File: config.mk
export PLATFORM = sky130hd
export DESIGN_NAME = sandbox_cmd_engine
export DESIGN_NICKNAME = d
export VERILOG_FILES = /design/src/rtl/sandbox_cmd_engine.sv
export SDC_FILE = /design/constraint.sdc
export NUM_CORES = 1
export LEC_CHECK = 0
export ABC_AREA = 1
export ABC_CLOCK_PERIOD_IN_PS = 4000
export CAP_MARGIN = 20
export CELL_PAD_IN_SITES_DETAIL_PLACEMENT = 1
export CELL_PAD_IN_SITES_GLOBAL_PLACEMENT = 2
export CORE_MARGIN = 4
export CORE_UTILIZATION = 39
export CTS_CLUSTER_SIZE = 30
export DETAILED_ROUTE_END_ITERATION = 8
export PLACE_DENSITY = 0.86
export SETUP_SLACK_MARGIN = 0.2
export SLEW_MARGIN = 15
export SYNTH_ARGS = -nofsm -noshare
export SYNTH_HDL_FRONTEND = slang
export SYNTH_SLANG_ARGS = --single-unit
export TNS_END_PERCENT = 100
File: constraint.sdc
create_clock -name masterClock -period 4 [get_ports masterClock]
set_input_delay 0.8 -clock masterClock [delete_from_list [all_inputs] [get_ports masterClock]]
set_output_delay 0.8 -clock masterClock [all_outputs]
set_load 0.05 [all_outputs]
File: src/rtl/sandbox_cmd_engine.sv
// Buffered host command engine: captures commands into a FIFO, executes them
// against an indexed value store, and returns one status/data response each.
module sandbox_cmd_engine #(
  parameter int DATA_W     = 32,
  parameter int VALUE_W    = 8,
  parameter int ENTRIES    = 16,
  parameter int FIFO_DEPTH = 4,
  parameter int IND_CYCLES = 1000000
) (
  input  logic              masterClock,
  input  logic              reset,
  input  logic              dataReceived,
  input  logic [7:0]        control,
  input  logic [DATA_W-1:0] inputData,
  input  logic              txAck,
  output logic              clearDR,
  output logic              transmitData,
  output logic [7:0]        status,
  output logic [DATA_W-1:0] outputData,
  output logic              rxIndicator
);

  localparam int PTR_W = (FIFO_DEPTH > 1) ? $clog2(FIFO_DEPTH) : 1;
  localparam int IDX_W = (ENTRIES > 1) ? $clog2(ENTRIES) : 1;
  localparam int IND_W = (IND_CYCLES > 1) ? $clog2(IND_CYCLES + 1) : 1;
  localparam int CMD_W = 3 + DATA_W;

  localparam logic [2:0] OP_NOP   = 3'd0;
  localparam logic [2:0] OP_WRITE = 3'd1;
  localparam logic [2:0] OP_READ  = 3'd2;
  localparam logic [2:0] OP_CLEAR = 3'd3;

  typedef enum logic { RX_IDLE, RX_WAIT } rx_state_e;
  typedef enum logic { EX_IDLE, EX_TX }   ex_state_e;

  rx_state_e rx_state, rx_next;
  ex_state_e ex_state, ex_next;

  logic [CMD_W-1:0]   fifo_mem [FIFO_DEPTH];
  logic [PTR_W-1:0]   wr_ptr, rd_ptr;
  logic [PTR_W:0]     count;
  logic               full, empty, push, pop;

  logic [VALUE_W-1:0] store [ENTRIES];
  logic [ENTRIES-1:0] valid;
  logic [3:0]         seq;
  logic [IND_W-1:0]   ind_cnt;

  logic [CMD_W-1:0]   head;
  logic [2:0]         head_op;
  logic [DATA_W-1:0]  head_data;
  logic [7:0]         idx;
  logic [IDX_W-1:0]   idx_a;
  logic [VALUE_W-1:0] wval;
  logic               in_range, old_valid;
  logic [3:0]         rsp_flags;
  logic [DATA_W-1:0]  rsp_data;
  logic               do_write, do_clear;

  // control[7:3] carries no meaning for this engine
  logic unused_ctrl;
  assign unused_ctrl = ^control[7:3];

  assign full  = (count == (PTR_W + 1)'(FIFO_DEPTH));
  assign empty = (count == '0);

  always_ff @(posedge masterClock or negedge reset) begin
    if (!reset) begin
      rx_state <= RX_IDLE;
      ex_state <= EX_IDLE;
    end else begin
      rx_state <= rx_next;
      ex_state <= ex_next;
    end
  end

  always_comb begin
    rx_next = rx_state;
    push    = 1'b0;
    case (rx_state)
      RX_IDLE: if (dataReceived && !full) begin
        push    = 1'b1;
        rx_next = RX_WAIT;
      end
      RX_WAIT: if (!dataReceived) rx_next = RX_IDLE;
      default: rx_next = RX_IDLE;
    endcase
  end

  always_comb begin
    ex_next = ex_state;
    pop     = 1'b0;
    case (ex_state)
      EX_IDLE: if (!empty) begin
        pop     = 1'b1;
        ex_next = EX_TX;
      end
      EX_TX:   if (txAck) ex_next = EX_IDLE;
      default: ex_next = EX_IDLE;
    endcase
  end

  assign clearDR      = (rx_state == RX_WAIT);
  assign transmitData = (ex_state == EX_TX);

  always_ff @(posedge masterClock) begin
    if (push) fifo_mem[wr_ptr] <= {control[2:0], inputData};
  end

  always_ff @(posedge masterClock or negedge reset) begin
    if (!reset) begin
      wr_ptr <= '0;
      rd_ptr <= '0;
      count  <= '0;
    end else begin
      if (push) wr_ptr <= wr_ptr + 1'b1;
      if (pop)  rd_ptr <= rd_ptr + 1'b1;
      case ({push, pop})
        2'b10:   count <= count + 1'b1;
        2'b01:   count <= count - 1'b1;
        default: count <= count;
      endcase
    end
  end

  assign head      = fifo_mem[rd_ptr];
  assign head_op   = head[CMD_W-1:DATA_W];
  assign head_data = head[DATA_W-1:0];
  assign idx       = head_data[7:0];
  assign idx_a     = idx[IDX_W-1:0];
  assign wval      = head_data[8+VALUE_W-1:8];
  assign in_range  = ({1'b0, idx} < 9'(ENTRIES));
  assign old_valid = valid[idx_a];

  // WRITE reports the value it displaces, so READ and WRITE share the lookup path
  always_comb begin
    rsp_flags = '0;
    rsp_data  = '0;
    do_write  = 1'b0;
    do_clear  = 1'b0;
    case (head_op)
      OP_NOP: begin
        rsp_data     = head_data;
        rsp_flags[0] = 1'b1;
      end
      OP_WRITE, OP_READ: begin
        if (in_range) begin
          rsp_flags[0] = 1'b1;
          rsp_flags[1] = old_valid;
          if (old_valid) rsp_data = DATA_W'(store[idx_a]);
          do_write = (head_op == OP_WRITE);
        end else begin
          rsp_flags[2] = 1'b1;
        end
      end
      OP_CLEAR: begin
        rsp_flags[0] = 1'b1;
        do_clear     = 1'b1;
      end
      default: rsp_flags[3] = 1'b1;
    endcase
  end

  always_ff @(posedge masterClock) begin
    if (pop && do_write) store[idx_a] <= wval;
  end

  always_ff @(posedge masterClock or negedge reset) begin
    if (!reset) begin
      valid      <= '0;
      seq        <= '0;
      status     <= '0;
      outputData <= '0;
    end else if (pop) begin
      if (do_clear)      valid        <= '0;
      else if (do_write) valid[idx_a] <= 1'b1;
      seq        <= seq + 1'b1;
      status     <= {seq, rsp_flags};
      outputData <= rsp_data;
    end
  end

  always_ff @(posedge masterClock or negedge reset) begin
    if (!reset)              ind_cnt <= '0;
    else if (push)           ind_cnt <= IND_W'(IND_CYCLES);
    else if (ind_cnt != '0)  ind_cnt <= ind_cnt - 1'b1;
  end

  assign rxIndicator = (ind_cnt != '0);

endmodule
==> results of run 1 <==
==> report_power, final <==
| group | internal, W | switching [W] | total [W] |
|---|---|---|---|
| registers | 0.00485 | 0.000322 | 0.00517 |
| logic | 0.00166 | 0.00433 | 0.00599 |
| clock network | 0.00198 | 0.00145 | 0.00343 |
==> synth_stat cells (5+ instances only) <==
cell      number
ha_1           8
dfrtp_1       89
clkbuf_1      25
nand3b_1       8
buf_6          7
nand3_1       70
o21ai_0       98
nand4_1        7
nand2_1      433
o21ai_1       29
inv_1        132
a21oi_1       19
xor2_1        10
nor3_1        18
nor2_1       130
nand3_2        5
inv_2          6
o22ai_1       24
buf_4          6
edfxtp_1     268
buf_2         25
==> worst paths after layout <==
kind | to | slack [ns]
max in group asynchronous | rd_ptr[0] | 2.78
setup / recovery | store[15][3] | 0.41
setup reg to reg | store[15][3] | 0.41
hold / removal | status[7] | 0.40
min in group masterClock | outputData[4] | 0.48
hold reg to reg | outputData[4] | 0.48
==> state kept, by name, indices dropped and copies added, names as in the netlist <==
| signal | cells |
|---|---|
| wr_ptr | 2 |
| fifo_mem | 140 |
| outputData | 32 |
| transmitData | 1 |
| count | 3 |
| rd_ptr | 2 |
| valid | 16 |
| clearDR | 1 |
| ind_cnt | 20 |
| store | 128 |
| seq | 4 |
| status | 8 |
==> area by class of cell <==
type	count	area, um^2	area share
Sequential cell	357	10280	0.5744
Multi-Input combinational cell	887	4063	0.2271
Timing Repair Buffer	125	1151	0.06434
Clock buffer	58	1137	0.06358
Tap cell	518	648.1	0.03623
Inverter	139	524.3	0.02930
Clock inverter	12	87.58	0.004896
Antenna cell	1	2.502	0.0001399
==> stage by stage <==
step                      utilization  worst slack [ns]  instances  total power (W)
after floorplan                     -            0.4855       1448         0.009146
after global placement         0.4321            0.4941       2026          0.01107
after detailed placement       0.4321            0.3964       2026          0.01128
after CTS                      0.4639            0.4194       2096          0.01478
after global routing           0.4639            0.2133       2096          0.01558
final                          0.4640            0.4059       2097          0.01458
==> cells by family (layout without fill, tap and decap cells) <==
kind of cell	Yosys count	in the layout
AO/OA/AOI/OAI	181	181
XOR/XNOR	14	14
adder cells (fa/ha/maj)	9	9
buffers and inverters	204	334
flip-flops	357	357
other	0	1
AND/OR/NAND/NOR	683	683
==> metal layers <==
layer  up-vias  GRT usage  share of wire
li1       5015          -              -
met1      5229     0.2437           0.43
met2       162     0.3305           0.50
met3        55    0.03956          0.045
met4         4    0.04115          0.017
met5         -          0        0.00087
==> results.txt, run 1 <==
Core outline area - 38560 um^2
Post-synthesis cell count - 1448
Nets - 1602
Top cell type's share of synthesized area - 0.5302
Number of buffers created by CTS - 39
Pin count of the biggest net entering global routing - 65
Critical path depth - 9
Initial Util - 0.3937
Buf+Inv Stages, Crit Path - 3
FP Rows - 72
Area Growth Syn to Fin - 17.85%
GP Congestion - 0.7929
Asr flop ratio synth - 0.2493
Adder-Cell Fraction of Synth Area - 0.007913
Worst vdd ir - 0.4983 mV
Synth area leaders - edfxtp_1 53%, dfrtp_1 15%, nand2_1 11%
Mean Syn Cell Area - 10.48 um^2
Slew headroom - 0.3683
DIE AREA - 42140 um^2
Fill cell count - 4298
Critical Path RT - 4.16 ns
Layout cell share with drive strength beyond 1 - 0.08619
CP arrival - 3.75 ns
Final wirelength - 38980 um
Reg2Reg Depth - 9
Status - finished, final reports clean
Slowest Stage Delay on Critical Path - 0.74 ns
Gr usage total - 0.1889
Most frequent cells in the layout - 433 x nand2_1, 268 x edfxtp_1, 132 x inv_1
Post-route cell area - 17890 um^2
Placed inst area - 16660 um^2
Period utilization - 0.8985
Vias in the first global route - 11230
Setup crit start kind - flip-flop
Chip height - 205.3 um
DRC Markers - 0
Crit. End Element - flip-flop
Max Cap Viol - 0
Clk sinks - 357
Warnings, synthesis - 0
Setup bufs post-CTS - 0
Setup violators final - 0
Leakage - 7.293 nW
Top cell family by delay on the critical path - simple AND/OR/NAND/NOR gates
Min Tclk post-route - 3.594 ns
Vias after detailed routing - 10470
Clock tree buffer depth - 3
Mapped Area - 15180 um^2
Synth Area in Compound Gates - 0.06470
Post-DP HPWL - 24780 um
Worst skew pair latency - 0.54 ns
Reg2reg start - rd_ptr[1]
Vias per inst - 4.990
Worst Setup SP - rd_ptr[1]
Least-Margin Pin Slew - 0.9476 ns
TritonCTS clock tree - yes
Largest family of logic cells by synthesized area - simple AND/OR/NAND/NOR gates
Port bufs - 81
Die Span X - 205.3 um
Worst Path Max Fanout - 20
H-tree levels - 2
Initial antenna violation count - 3
Seq/Total Area, Yosys - 0.6769
Clock skew - 0.02424 ns
Number of enable flip-flop cells after synthesis - 268
Io pins - 87
Final Max Tran Viols - 0
Post-CTS sizing - 0
Synthesis-stage register bit count - 357
Final Hold Fails - 0
Crit-path slowest cell - dfrtp_1
Largest area contributor in the netlist - edfxtp_1
Power per cell area - 815.3 nW/um^2
Post-route setup TNS - 0 ns
Routed WL per cell - 18.59 um
Pre-antenna DRT Iters - 5
Initial DRC Count - 550
Clk slew on worst S/H paths - 0.06 ns
# hold bufs at CTS - 0
Netlist cell types - 40
Crit path cell chain - inv_4 > nand3_1 > nand2_1 > inv_1 > nor2_2 > inv_2 > nor4_2 > nand2_1 > nor2_1
Mux share of post-synthesis cell area - 0
RSZ-0062 raised after global routing - no
Grt total ovfl - 0
Hold WC Path Type - in2async
Worst hold slack - 0.4024 ns
Area share of and/or/nand/nor cells after synthesis - 0.1846
Root buf cell - clkbuf_16
Top_reg_cell synth - edfxtp_1
Global-route wire length before repair - 62420 um
WS Path Type - reg2reg
Post-route ant nets - 0
Most used cell, CP - nand2_1
Most common cell after layout, fill and taps aside - nand2_1
Maximum clock frequency - 278.2 MHz
Post-Synth XOR/XNOR Area - 0.008078
Synth Net Count - 1501
Note: power is estimated with default switching activity, not from simulation.
==> run 2, diff against run 1 <==
--- a/config.mk
+++ b/config.mk
@@ -14,6 +14,7 @@
 export CORE_UTILIZATION = 39
 export CTS_CLUSTER_SIZE = 30
 export DETAILED_ROUTE_END_ITERATION = 8
+export MAX_ROUTING_LAYER = met4
 export PLACE_DENSITY = 0.86
 export SETUP_SLACK_MARGIN = 0.2
 export SLEW_MARGIN = 15
==> run 2 against run 1 <==
Maximum frequency decreased by 0.49%. Wire length increased by 0.27%. Critical path depth unchanged. Utilization about the same. Global-route usage increased by 0.56 points. Critical path type unchanged. Largest cell class unchanged. Largest power group unchanged.
==> results.txt, run 2 (synthesis gave the netlist of run 1 again) <==
Status - finished, final reports clean
Switching Share - 0.4191
Gr usage total - 0.1945
Final Max Tran Viols - 0
Clock skew - 0.02092 ns
Crit. End Element - flip-flop
Post-DP HPWL - 24780 um
Slowest Stage Delay on Critical Path - 0.75 ns
DIE AREA - 42140 um^2
Chip height - 205.3 um
Slew headroom - 0.3530
Post-CTS sizing - 0
Setup violators final - 0
R2R Path End - store[15][3]
Worst Setup SP - rd_ptr[1]
Final Hold Fails - 0
Die Span X - 205.3 um
Power per cell area - 815.5 nW/um^2
Nets - 1602
Number of flip-flops under the largest register name - 140
Largest reg by FF count - fifo_mem
Worst skew pair latency - 0.54 ns
Reg2Reg Setup Slack - 0.39 ns
Number of buffers created by CTS - 39
Grt total ovfl - 0
Root buf cell - clkbuf_16
FP Rows - 72
Setup crit start kind - flip-flop
CP arrival - 3.77 ns
Pin count of the biggest net entering global routing - 65
Worst Path Max Fanout - 20
Critical path depth - 9
Worst vdd ir - 0.4985 mV
Vias after detailed routing - 10430
Post-route cell area - 17890 um^2
Global-route wire length before repair - 62450 um
Post-route setup TNS - 0 ns
P_int - 0.008477 W
Reg2Reg Depth - 9
Fill cell count - 4299
DRC Markers - 0
Crit path cell chain - inv_4 > nand3_1 > nand2_1 > inv_1 > nor2_2 > inv_2 > nor4_2 > nand2_1 > nor2_1
Clock tree buffer depth - 3
Most common cell after layout, fill and taps aside - nand2_1
Placed inst area - 16660 um^2
Pre-antenna DRT Iters - 4
WS Path Type - reg2reg
Largest regs - fifo_mem x140, store x128, outputData x32
Period utilization - 0.9029
TritonCTS clock tree - yes
Reg2reg start - rd_ptr[1]
GP Congestion - 0.8042
Hold WC Path Type - in2async
Max Cap Viol - 0
Post-route ant nets - 0
Core outline area - 38560 um^2
Io pins - 87
Power share of the combinational group - 0.411
Pre-CTS WS - 0.3964 ns
Vias in the first global route - 11210
Initial DRC Count - 492
Port bufs - 81
Initial Util - 0.3937
Total power - 0.01459 W
Clk slew on worst S/H paths - 0.06 ns
Switch Pwr - 0.006117 W
Vias per inst - 4.969
Clk sinks - 357
Most used cell, CP - nand2_1
Most frequent cells in the layout - 433 x nand2_1, 268 x edfxtp_1, 132 x inv_1
Top cell family by delay on the critical path - simple AND/OR/NAND/NOR gates
Routed WL per cell - 18.62 um
H-tree levels - 2
Clk network pwr share - 0.235
Worst setup margin - 0.3883 ns
Initial antenna violation count - 3
Leakage - 7.293 nW
Flop pwr share - 0.354
Min Tclk post-route - 3.612 ns
Area Growth Syn to Fin - 17.89%
Critical Path RT - 4.15 ns
RSZ-0062 raised after global routing - no
Maximum clock frequency - 276.9 MHz
Least-Margin Pin Slew - 0.9704 ns
Crit-path slowest cell - dfrtp_1
Final wirelength - 39090 um
Layout cell share with drive strength beyond 1 - 0.08619
Setup bufs post-CTS - 0
Buf+Inv Stages, Crit Path - 3
# hold bufs at CTS - 0
Crit path to - store[15][3]
## run 2: metal layers
metal | up-vias | wire (um) | track usage
met5 | - | 0 | -
met3 | 52 | 1788 | 0.03830
met2 | 161 | 19650 | 0.3303
met1 | 5200 | 17000 | 0.2448
met4 | 0 | 654 | 0.04115
li1 | 5017 | - | -
## run 2: final cells by class
class                   instances  area [um^2]  area share
flip-flops and latches        357        10280      0.5743
well taps                     518        648.1     0.03622
repair buffers                125         1151     0.06433
diodes                          3        7.507   0.0004195
multi-input cells             887         4063      0.2270
clock inverters                12        87.58    0.004894
inverters                     139        524.3     0.02930
clock buffers                  58         1137     0.06356
## run 2: worst register-to-register path: stages (launching register included)
cell and delay (ns):
dfrtp_1 0.75, inv_4 0.39, nand3_1 0.12, nand2_1 0.15
inv_1 0.12, nor2_2 0.18, inv_2 0.10, nor4_2 0.51
nand2_1 0.23, nor2_1 0.69
## run 2: power by group through the flow
| stage | logic, W | registers, W | clock network (W) |
|---|---|---|---|
| CTS | 0.00608 | 0.00518 | 0.00352 |
| global route | 0.00665 | 0.00524 | 0.00370 |
| finish | 0.00600 | 0.00517 | 0.00343 |
| detailed placement | 0.00604 | 0.00524 | 0 |
| floorplan | 0.00342 | 0.00573 | 0 |
| global placement | 0.00585 | 0.00522 | 0 |
## run 2: worst min path at each step
| stage | start | endpoint | cells after the start |
|---|---|---|---|
| floorplan | seq[3] | seq[3] | 1 |
| global placement | seq[3] | seq[3] | 1 |
| detailed placement | outputData[4] | outputData[4] | 2 |
| CTS | reset | seq[3] | 1 |
| global route | reset | status[7] | 1 |
| finish | reset | status[7] | 1 |
## run 2: stage by stage
step	hold slack (ns)	utilization	instances
6_report	0.4080	0.4641	2099
3_5_place_dp	0.4658	0.4321	2026
2_1_floorplan	0.4420	-	1448
3_3_place_gp	0.4554	0.4321	2026
4_1_cts	0.4327	0.4639	2096
5_1_grt	0.4837	0.4641	2099
